$ cat src/rtl/switch_input_module_if.sv
// Switch-input producer port bundle: board inputs plus the FIFO write side.
// The master end is the producer, the slave end is the FIFO/board side.
interface switch_input_module_if;
  logic [15:0] sw;
  logic        key_n;
  logic        full;
  logic        wr;
  logic [15:0] output_1;
  logic        busy;
  logic        bcd_error;

  modport master (
    input  sw,
    input  key_n,
    input  full,
    output wr,
    output output_1,
    output busy,
    output bcd_error
  );

  modport slave (
    output sw,
    output key_n,
    output full,
    input  wr,
    input  output_1,
    input  busy,
    input  bcd_error
  );
endinterface

$ cat src/rtl/switch_input_module.sv
// Debounced BCD switch loader: converts sw to binary on a key press
// and issues one FIFO write per accepted value.
module switch_input_module #(
  parameter int DEBOUNCE_CYCLES = 4
) (
  input logic                  clk,
  input logic                  rst,
  switch_input_module_if.master bus
);

  localparam int CW = $clog2(DEBOUNCE_CYCLES + 1);

  typedef enum logic [1:0] {
    IDLE,
    CONVERT,
    WRITE
  } state_t;

  logic          r_sync1;
  logic          r_sync2;
  logic          r_deb;
  logic          r_deb_d;
  logic [CW-1:0] r_cnt;

  state_t        r_state;
  logic [15:0]   r_snap;
  logic [15:0]   r_acc;
  logic [1:0]    r_idx;
  logic          r_wr;
  logic [15:0]   r_out;
  logic          r_busy;
  logic          r_err;

  logic          w_press;
  logic          w_bad;
  logic [3:0]    w_digit;
  logic [15:0]   w_next;

  always_ff @(posedge clk or posedge rst) begin
    if (rst) begin
      r_sync1 <= 1'b1;
      r_sync2 <= 1'b1;
      r_deb   <= 1'b1;
      r_deb_d <= 1'b1;
      r_cnt   <= '0;
    end else begin
      r_sync1 <= bus.key_n;
      r_sync2 <= r_sync1;
      r_deb_d <= r_deb;
      if (r_sync2 == r_deb) begin
        r_cnt <= '0;
      end else if (r_cnt == CW'(DEBOUNCE_CYCLES - 1)) begin
        r_deb <= r_sync2;
        r_cnt <= '0;
      end else begin
        r_cnt <= r_cnt + CW'(1);
      end
    end
  end

  assign w_press = r_deb_d & ~r_deb;

  always_comb begin
    w_bad = 1'b0;
    for (int i = 0; i < 4; i++) begin
      if (bus.sw[i*4 +: 4] > 4'd9) w_bad = 1'b1;
    end
  end

  // Most significant digit first: acc*10 + digit, as shift-adds.
  assign w_digit = r_snap[{r_idx, 2'b00} +: 4];
  assign w_next  = (r_acc << 3) + (r_acc << 1) + {12'd0, w_digit};

  always_ff @(posedge clk or posedge rst) begin
    if (rst) begin
      r_state <= IDLE;
      r_snap  <= '0;
      r_acc   <= '0;
      r_idx   <= '0;
      r_wr    <= 1'b0;
      r_out   <= '0;
      r_busy  <= 1'b0;
      r_err   <= 1'b0;
    end else begin
      r_wr <= 1'b0;
      unique case (r_state)
        IDLE: begin
          if (w_press) begin
            r_snap <= bus.sw;
            if (w_bad) begin
              r_err <= 1'b1;
            end else begin
              r_err   <= 1'b0;
              r_acc   <= '0;
              r_idx   <= 2'd3;
              r_busy  <= 1'b1;
              r_state <= CONVERT;
            end
          end
        end
        CONVERT: begin
          r_acc <= w_next;
          r_idx <= r_idx - 2'd1;
          if (r_idx == 2'd0) begin
            r_out   <= w_next;
            r_state <= WRITE;
          end
        end
        WRITE: begin
          if (!bus.full) begin
            r_wr    <= 1'b1;
            r_busy  <= 1'b0;
            r_state <= IDLE;
          end
        end
        default: r_state <= IDLE;
      endcase
    end
  end

  assign bus.wr        = r_wr;
  assign bus.output_1  = r_out;
  assign bus.busy      = r_busy;
  assign bus.bcd_error = r_err;

endmodule

$ cat src/flat_wrapper.sv
// flat-port wrapper written by rule: the top's interface ports become plain ports
module switch_input_module_flat 
#(
  parameter int DEBOUNCE_CYCLES = 4
)
  (clk, rst, bus_sw, bus_key_n, bus_full, bus_wr, bus_output_1, bus_busy, bus_bcd_error);
  switch_input_module_if bus_i ();
  input logic clk;
  input logic rst;
  input wire logic [$bits(bus_i.sw)-1:0] bus_sw;
  input wire logic [$bits(bus_i.key_n)-1:0] bus_key_n;
  input wire logic [$bits(bus_i.full)-1:0] bus_full;
  output wire logic [$bits(bus_i.wr)-1:0] bus_wr;
  output wire logic [$bits(bus_i.output_1)-1:0] bus_output_1;
  output wire logic [$bits(bus_i.busy)-1:0] bus_busy;
  output wire logic [$bits(bus_i.bcd_error)-1:0] bus_bcd_error;
  assign bus_i.sw = bus_sw;
  assign bus_i.key_n = bus_key_n;
  assign bus_i.full = bus_full;
  assign bus_wr = bus_i.wr;
  assign bus_output_1 = bus_i.output_1;
  assign bus_busy = bus_i.busy;
  assign bus_bcd_error = bus_i.bcd_error;
  switch_input_module #(.DEBOUNCE_CYCLES(DEBOUNCE_CYCLES)) u_core (.clk(clk), .rst(rst), .bus(bus_i));
endmodule
$ cat config.mk
export PLATFORM = sky130hd
export DESIGN_NAME = switch_input_module_flat
export DESIGN_NICKNAME = d
export VERILOG_FILES = /design/src/rtl/switch_input_module_if.sv /design/src/rtl/switch_input_module.sv /design/src/flat_wrapper.sv
export SDC_FILE = /design/constraint.sdc
export NUM_CORES = 1
export LEC_CHECK = 0
export CORE_UTILIZATION = 50
export CTS_CLUSTER_DIAMETER = 60
export CTS_CLUSTER_SIZE = 40
export DETAILED_ROUTE_END_ITERATION = 8
export HOLD_SLACK_MARGIN = 0.03
export PLACE_DENSITY = 0.84
export SLEW_MARGIN = 0
export SYNTH_ARGS = -nofsm -noshare
export SYNTH_HDL_FRONTEND = slang
export SYNTH_SLANG_ARGS = --single-unit
$ cat constraint.sdc
create_clock -name clk -period 5.3 [get_ports clk]
set_clock_uncertainty 0.2 [all_clocks]
set_input_delay 0.53 -clock clk [delete_from_list [all_inputs] [get_ports clk]]
set_output_delay 0.53 -clock clk [all_outputs]
set_load 0.01 [all_outputs]
==> run summary, run 1 <==
Final setup vio count -> 0
Hold Vio Cnt, Final -> 0
Crit path DAT -> 3560 ps
Final period util -> 0.6572
Post_cts resized -> 0
Clk_lat worst skew -> 360 ps
Vias in the first global route -> 2383
TritonCTS clock tree -> yes
CP max FO -> 7
Register area -> 1531 um2
Routability Congestion -> 0.8237
Number of synthesized flops with an enable pin -> 0
DP HPWL -> 4.692 mm
Fin. max-slew vios -> 0
Place WS -> 1829 ps
Hold Crit Start -> u_core.r_sync1$_DFF_PP1_
Nature of the critical path startpoint -> flip-flop
Mapped cell area -> 3273 um2
Postcts setup bufs -> 0
Crit path time final -> 3483 ps
DRC Markers -> 0
Main synth FF type -> dfrtp_1
Global route total overflow -> 0
Syn-to-layout area delta -> 19.84%
IO Count -> 39
Routed vias -> 2350
Yosys warnings -> 0
RR Startpoint -> u_core.r_idx[0]$_DFFE_PP0P_
Starting density of the core -> 0.5155
Drt total wl -> 6.485 mm
Sum Neg Setup Slack -> 0 ps
Core Region -> 6350 um2
Die ar. -> 6874 um2
Leak Pwr -> 1.790 nW
Seq/Total Area, Yosys -> 0.4679
Endpoint, Worst Hold -> u_core.r_sync2$_DFF_PP1_
Count of cell types in the netlist -> 43
Worst-margin pin slew -> 877.8 ps
Routed vias/inst -> 5.529
Routed WL per cell -> 15.26 um
GRT Util Overall -> 0.2055
Nets -> 393
Cell Area, Placed -> 3722 um2
Slew margin rel. -> 0.4126
Cts hold-fix bufs -> 0
Met1 GRT Util -> 0.2635
Syn Area/Cell -> 10.80 um2
Router iterations before antenna repair -> 4
Die width -> 82.91 um
CTS H-tree depth -> 3
WHS -> 160.0 ps
Syn Nets -> 353
Commonest non-fill, non-tap cell in the layout -> dfrtp_1
GR Util met3 -> 0.05169
Num CTS Buffers -> 9
Fillers -> 514
Worst-path clk slew -> 80 ps
FF+latch count, synth -> 61
Hold depth -> 0
Crit path kind -> reg -> reg
Async S/R FF share, synth -> 1.000
CTS sink count -> 61
Largest net degree at the start of global routing -> 62
RSZ-0062 raised after global routing -> no
Iter 0 DRT Violations -> 120
Hold Path Class -> reg -> reg
First-pass GRT wire length -> 11.24 mm
PnR worst setup slack -> 1817 ps
PwrDens -> 674.6 nW/um2
F_max -> 0.2871 GHz
Peak supply drop -> 0.3576 mV
Multi-input logic area -> 1628 um2
Commonest cells after routing, fill and taps aside -> dfrtp_1, clkdlybuf4s50_1, nand2_1
Die span in y -> 82.91 um
Layout cells sized above 1 -> 0.1408
Maxcap violations -> 0
Port bufs -> 38
Initial antenna violation count -> 0
Antenna-violating nets left -> 0
Data required, critical path -> 5370 ps
Row count -> 29
Synth Instances -> 303
Worst r2r path cells -> 11
Reg2reg setup slack -> 1820 ps
Critical Path Sink Type -> flip-flop
Diodes inserted -> 0
Bufs on Longest Clock Path -> 2
Worst R2R End -> u_core.r_acc[14]$_DFFE_PP0P_
Busiest grt layer -> met2
Fin area -> 3923 um2
Status -> complete, no violations
Clock root buffer -> clkbuf_8
Met2 usage -> 0.3435
Power consumption -> 2.646 mW
[logic make-up after synthesis]
kind of cell / after synthesis / share of synthesized area
AND/OR/NAND/NOR: 79 / 0.1174
AO/OA/AOI/OAI: 66 / 0.1277
flip-flops: 61 / 0.4679
buffers and inverters: 30 / 0.03479
adder cells (fa/ha/maj): 30 / 0.1193
multiplexers: 27 / 0.1063
XOR/XNOR: 10 / 0.02676
[stage by stage]
step                      instances    util
final                           425  0.6177
after CTS                       425  0.6177
after detailed placement        409  0.5862
after global placement          409  0.5862
after global routing            425  0.6177
after floorplan                 303       -
[report_power, final]
group | total (mW) | switching, mW | internal (mW)
Sequential | 0.829 | 0.152 | 0.678
Clock | 0.424 | 0.203 | 0.221
Combinational | 1.39 | 0.704 | 0.689
Total | 2.65 | 1.06 | 1.59
[final cells by class]
| class | count | share of cell area |
|---|---|---|
| inverters | 19 | 0.01818 |
| clock inverters | 6 | 0.01850 |
| multi-input cells | 212 | 0.4150 |
| well taps | 77 | 0.02456 |
| clock buffers | 10 | 0.03254 |
| repair buffers | 40 | 0.1008 |
| flip-flops and latches | 61 | 0.3904 |
[cells in the mapped netlist, types with 2 or more instances]
cell type | count | area, um2
a21boi_0 | 2 | 15.01
a21o_1 | 5 | 37.54
a21oi_1 | 11 | 55.05
a22o_1 | 6 | 52.55
a22oi_1 | 2 | 15.01
a31oi_1 | 2 | 12.51
and2_1 | 2 | 12.51
and3_1 | 2 | 12.51
clkbuf_1 | 10 | 37.54
dfrtp_1 | 57 | 1426
dfstp_2 | 4 | 105.1
fa_1 | 2 | 40.04
ha_1 | 28 | 350.3
inv_1 | 19 | 71.32
mux2_2 | 22 | 247.7
mux4_2 | 4 | 90.09
nand2_1 | 33 | 123.9
nand2b_1 | 5 | 31.28
nand3_1 | 3 | 15.01
nor2_1 | 16 | 60.06
nor2b_1 | 2 | 12.51
nor3_1 | 4 | 20.02
nor3b_1 | 5 | 37.54
o21ai_0 | 26 | 130.1
o31ai_1 | 5 | 37.54
xnor2_1 | 7 | 61.31
xor2_1 | 3 | 26.28
[worst max-delay path, stage by stage (launching register included)]
cell and delay, ps:
dfrtp_1 520, mux4_2 550, ha_1 290, ha_1 170, inv_1 60, fa_1 400
nand2b_1 180, a21oi_1 170, nor3_1 60, o31ai_1 260, mux2_2 370, o21ai_0 160
[per-layer routing]
metal  routed length [um]  vias to the layer above
met5                    0                        -
met4                   81                        0
met3                  282                       12
met2                 3219                       54
met1                 2901                     1134
li1                     -                     1150
[worst max-delay path by stage]
| stage | cells past startpoint | end | from |
|---|---|---|---|
| after global placement | 10 | u_core.bus.output_1[14]$_DFFE_PP0P_ | u_core.r_idx[1]$_DFFE_PP0P_ |
| after floorplan | 12 | u_core.bus.output_1[14]$_DFFE_PP0P_ | u_core.r_idx[0]$_DFFE_PP0P_ |
| after detailed placement | 11 | u_core.r_acc[14]$_DFFE_PP0P_ | u_core.r_idx[0]$_DFFE_PP0P_ |
| after global routing | 11 | u_core.r_acc[14]$_DFFE_PP0P_ | u_core.r_idx[0]$_DFFE_PP0P_ |
| final | 11 | u_core.r_acc[14]$_DFFE_PP0P_ | u_core.r_idx[0]$_DFFE_PP0P_ |
| after CTS | 11 | u_core.r_acc[14]$_DFFE_PP0P_ | u_core.r_idx[0]$_DFFE_PP0P_ |
[flip-flops by register name (all words and copies together), names as in the netlist]
name	flops
u_core.r_sync1	1
u_core.r_cnt	3
u_core.r_state	2
u_core.r_deb	1
u_core.r_sync2	1
u_core.r_deb_d	1
u_core.r_snap	16
u_core.r_idx	2
u_core.bus.output_1	16
u_core.bus.busy	1
u_core.bus.wr	1
u_core.r_acc	15
u_core.bus.bcd_error	1
(Power assumes the default switching activity.)
==> inputs of run 2 (changes only) <==
- PLACE_DENSITY: 0.84 -> 0.87
- clock period: 5.3 -> 3.1 ns (I/O delays scaled with it)
==> run summary, run 2 (synthesis results as in run 1) <==
Router iterations before antenna repair -> 4
Place WS -> -73.65 ps
Die width -> 82.91 um
Port bufs -> 38
WP buf/inv -> 2
First-pass GRT wire length -> 11.85 mm
Placed insts -> 417
DP HPWL -> 5.093 mm
TritonCTS clock tree -> yes
Slew margin rel. -> 0.5967
Num CTS Buffers -> 9
Die span in y -> 82.91 um
Initial antenna violation count -> 0
Routability Congestion -> 0.8609
Crit path DAT -> 3190 ps
Data required, critical path -> 3150 ps
Vias in the first global route -> 2523
Nature of the critical path startpoint -> flip-flop
PwrDens -> 1176 nW/um2
CP max FO -> 3
Worst-path clk slew -> 80 ps
Slowest cell delay on critical path -> 510 ps
CTS sink count -> 61
Global route total overflow -> 0
Commonest cells after routing, fill and taps aside -> dfrtp_1, clkdlybuf4s50_1, nand2_1
Bufs on Longest Clock Path -> 2
Syn-to-layout area delta -> 23.82%
Leak Pwr -> 1.840 nW
IO Count -> 39
Routed vias/inst -> 5.518
CP max stage cell -> mux4_2
Antenna-violating nets left -> 0
Starting density of the core -> 0.5155
Final setup vio count -> 2
Violated checks -> setup timing
Diodes inserted -> 0
Layout cells sized above 1 -> 0.1933
Commonest non-fill, non-tap cell in the layout -> dfrtp_1
Fillers -> 494
Fin. max-slew vios -> 0
Final non-filler cell total -> 434
Cell Area, Placed -> 3825 um2
Crit path kind -> reg -> reg
Worst-margin pin slew -> 605.0 ps
Final period util -> 1.014
Row count -> 29
WHS -> 120.3 ps
Crit path max-delay family -> compound AO/OA/AOI/OAI gates
Routed WL per cell -> 15.49 um
Largest net degree at the start of global routing -> 29
Nets -> 402
Status -> complete, but fails checks
Maxcap violations -> 0
Clock root buffer -> clkbuf_8
Hold Path Class -> in -> async
Iter 0 DRT Violations -> 107
PnR worst setup slack -> -44.31 ps
Drt total wl -> 6.721 mm
Final core area utilization -> 0.6382
GRT Util Overall -> 0.2200
CTS H-tree depth -> 3
CP cell instances -> mux4_2 > inv_2 > fa_1 > inv_1 > ha_1 > a21oi_2 > nor3_1 > o211a_1 > o41a_1 > a311o_1
Peak supply drop -> 0.5569 mV
Clk_lat worst skew -> 360 ps
Core Region -> 6350 um2
DRC Markers -> 0
Crit path time final -> 3144 ps
Die ar. -> 6874 um2
Cts hold-fix bufs -> 0
Register area -> 1531 um2
RSZ-0062 raised after global routing -> yes
Hold Vio Cnt, Final -> 0
Critical Path Sink Type -> flip-flop
F_max -> 0.3180 GHz
Multi-input logic area -> 1683 um2
Fin area -> 4053 um2
Routed vias -> 2395
run 2: cell count changes in the layout (fill, tap and decap cells not counted), sizes merged:
cell,delta
clkinvlp,+2
clkinv,-3
buf,+9
inv,+1
run 2: routing by layer:
layer,share of wire,track usage
met3,0.041,0.07555
met4,0.012,0.06113
met5,0,0
met1,0.44,0.2704
met2,0.50,0.3689
run 2: cell type report:
cell class,count,area share
Clock inverter,6,0.01729
Multi-Input combinational cell,212,0.4153
Timing Repair Buffer,49,0.1142
Tap cell,77,0.02377
Inverter,19,0.01760
Sequential cell,61,0.3779
Clock buffer,10,0.03396
run 2: where the power goes:
part	switching (mW)	leakage (nW)	total [mW]	internal, mW
Clock	0.343	0.0955	0.741	0.398
Combinational	1.31	0.997	2.62	1.31
Sequential	0.248	0.747	1.41	1.16
Total	1.90	1.84	4.76	2.87
run 2: worst paths after layout:
| kind | start | cells past startpoint | slack [ps] | endpoint |
|---|---|---|---|---|
| setup / recovery | u_core.r_idx[1]$_DFFE_PP0P_ | 10 | -40 | u_core.bus.output_1[15]$_DFFE_PP0P_ |
| hold / removal | rst | 2 | 120 | u_core.r_state[0]$_DFFE_PP0P_ |
| setup reg to reg | u_core.r_idx[1]$_DFFE_PP0P_ | 10 | -40 | u_core.bus.output_1[15]$_DFFE_PP0P_ |
| hold reg to reg | u_core.r_sync1$_DFF_PP1_ | 0 | 160 | u_core.r_sync2$_DFF_PP1_ |
| max in group asynchronous | rst | 3 | 1940 | u_core.bus.output_1[8]$_DFFE_PP0P_ |
| min in group clk | u_core.r_sync1$_DFF_PP1_ | 0 | 160 | u_core.r_sync2$_DFF_PP1_ |
run 2: timing repair:
action / CTS / global route
endpoints found under the setup margin: 6 / 13
resized for setup: 1 / 3
pin swaps: 1 / 0
setup buffers: 1 / 0
run 2: through the flow:
stage	total power, mW	setup TNS [ps]
after global placement	3.888	-7.905
after CTS	4.772	-106.8
after detailed placement	3.999	-209.0
after global routing	5.174	-1272
final	4.764	-86.56
after floorplan	3.250	-22.87
==> inputs of run 3 (changes only) <==
- PLACE_DENSITY: 0.87 -> 0.84
- clock period: 3.1 -> 3.3 ns (I/O delays scaled with it)
==> run summary, run 3 (synthesis results as in run 1) <==
TritonCTS clock tree -> yes
CTS H-tree depth -> 3
Final setup vio count -> 1
Leak Pwr -> 1.842 nW
RSZ-0062 raised after global routing -> yes
WP buf/inv -> 2
Vias in the first global route -> 2536
Syn-to-layout area delta -> 23.89%
Slew margin rel. -> 0.5664
Slowest cell delay on critical path -> 520 ps
Power consumption -> 4.552 mW
PwrDens -> 1122 nW/um2
PnR worst setup slack -> -22.45 ps
Placed insts -> 414
Routed vias/inst -> 5.718
Bufs on Longest Clock Path -> 2
Num CTS Buffers -> 9
Place WS -> -65.59 ps
Commonest cells after routing, fill and taps aside -> dfrtp_1, clkdlybuf4s50_1, nand2_1
Starting density of the core -> 0.5155
Maxcap violations -> 0
Core Region -> 6350 um2
Violated checks -> setup timing
Nets -> 401
Nature of the critical path startpoint -> flip-flop
Crit path kind -> reg -> reg
Critical Path Sink Type -> flip-flop
Global route total overflow -> 0
Worst-margin pin slew -> 650.4 ps
DRC Markers -> 0
Crit path max-delay family -> compound AO/OA/AOI/OAI gates
Fin. max-slew vios -> 0
Initial antenna violation count -> 0
F_max -> 0.3010 GHz
Diodes inserted -> 0
Iter 0 DRT Violations -> 142
Data required, critical path -> 3380 ps
GRT Util Overall -> 0.2175
Crit path DAT -> 3410 ps
Layout cells sized above 1 -> 0.1938
Sum Neg Setup Slack -> -22.45 ps
Cts hold-fix bufs -> 0
Hold Path Class -> reg -> reg
Die span in y -> 82.91 um
Hold Vio Cnt, Final -> 0
Largest net degree at the start of global routing -> 35
Crit path time final -> 3322 ps
Status -> complete, but fails checks
Peak supply drop -> 0.5533 mV
Final non-filler cell total -> 433
Die ar. -> 6874 um2
CP cell instances -> mux4_2 > inv_2 > fa_2 > inv_1 > ha_1 > a21oi_2 > nor3_1 > o211a_1 > o41a_1 > nor4_1 > a311o_1
First-pass GRT wire length -> 11.58 mm
Die width -> 82.91 um
Port bufs -> 38
Final period util -> 1.007
Commonest non-fill, non-tap cell in the layout -> dfrtp_1
Clk_lat worst skew -> 350 ps
Routed vias -> 2476
Antenna-violating nets left -> 0
CP max FO -> 3
Routed WL per cell -> 16.26 um
Drt total wl -> 7.040 mm
Worst-path clk slew -> 70 ps
DP HPWL -> 5.019 mm
Row count -> 29
CP max stage cell -> mux4_2
Clock root buffer -> clkbuf_8
CTS sink count -> 61
IO Count -> 39
Routability Congestion -> 0.8359
Router iterations before antenna repair -> 4
Final core area utilization -> 0.6386
[run 3: per-layer routing]
layer / vias to the layer above / GRT usage / wire length [um]
met5: - / 0 / 0
met4: 0 / 0.09718 / 184
met3: 15 / 0.07356 / 317
met2: 76 / 0.3756 / 3688
met1: 1216 / 0.2427 / 2850
li1: 1169 / - / -
[run 3: cell type report]
| class | instances | area, um2 |
|---|---|---|
| flip-flops and latches | 61 | 1531 |
| inverters | 19 | 71.32 |
| fillers | 522 | 2295 |
| clock inverters | 7 | 73.82 |
| well taps | 77 | 96.34 |
| repair buffers | 48 | 467.9 |
| clock buffers | 9 | 123.9 |
| multi-input cells | 212 | 1690 |
[run 3: final timing paths]
path / start / cells past startpoint / slack (ps) / endpoint
min in group asynchronous: rst / 2 / 170 / u_core.r_snap[4]$_DFFE_PP0P_
setup / recovery: u_core.r_idx[1]$_DFFE_PP0P_ / 11 / -20 / u_core.bus.output_1[15]$_DFFE_PP0P_
max in group asynchronous: rst / 3 / 2060 / u_core.r_deb$_DFFE_PP1P_
setup reg to reg: u_core.r_idx[1]$_DFFE_PP0P_ / 11 / -20 / u_core.bus.output_1[15]$_DFFE_PP0P_
hold / removal: u_core.r_sync1$_DFF_PP1_ / 0 / 160 / u_core.r_sync2$_DFF_PP1_
hold reg to reg: u_core.r_sync1$_DFF_PP1_ / 0 / 160 / u_core.r_sync2$_DFF_PP1_
[run 3: timing repair]
item | in CTS | in global routing
endpoints found under the setup margin | 6 | 9
gates resized for setup | 4 | 11
endpoints found under the hold margin | 0 | 0
pin swaps | 7 | 11
buffers inserted | 1 | 2
[run 3: power by group]
part	internal [mW]	switching (mW)	total [mW]
Sequential	1.09	0.237	1.33
Clock	0.351	0.321	0.672
Combinational	1.26	1.30	2.55
[run 3: stage by stage]
stage / hold slack, ps / cell area (um2)
after floorplan: 134.5 / 3274
after global placement: 146.5 / 3772
after detailed placement: 152.0 / 3772
after CTS: 162.7 / 3984
after global routing: 166.3 / 4055
final: 160.0 / 4055
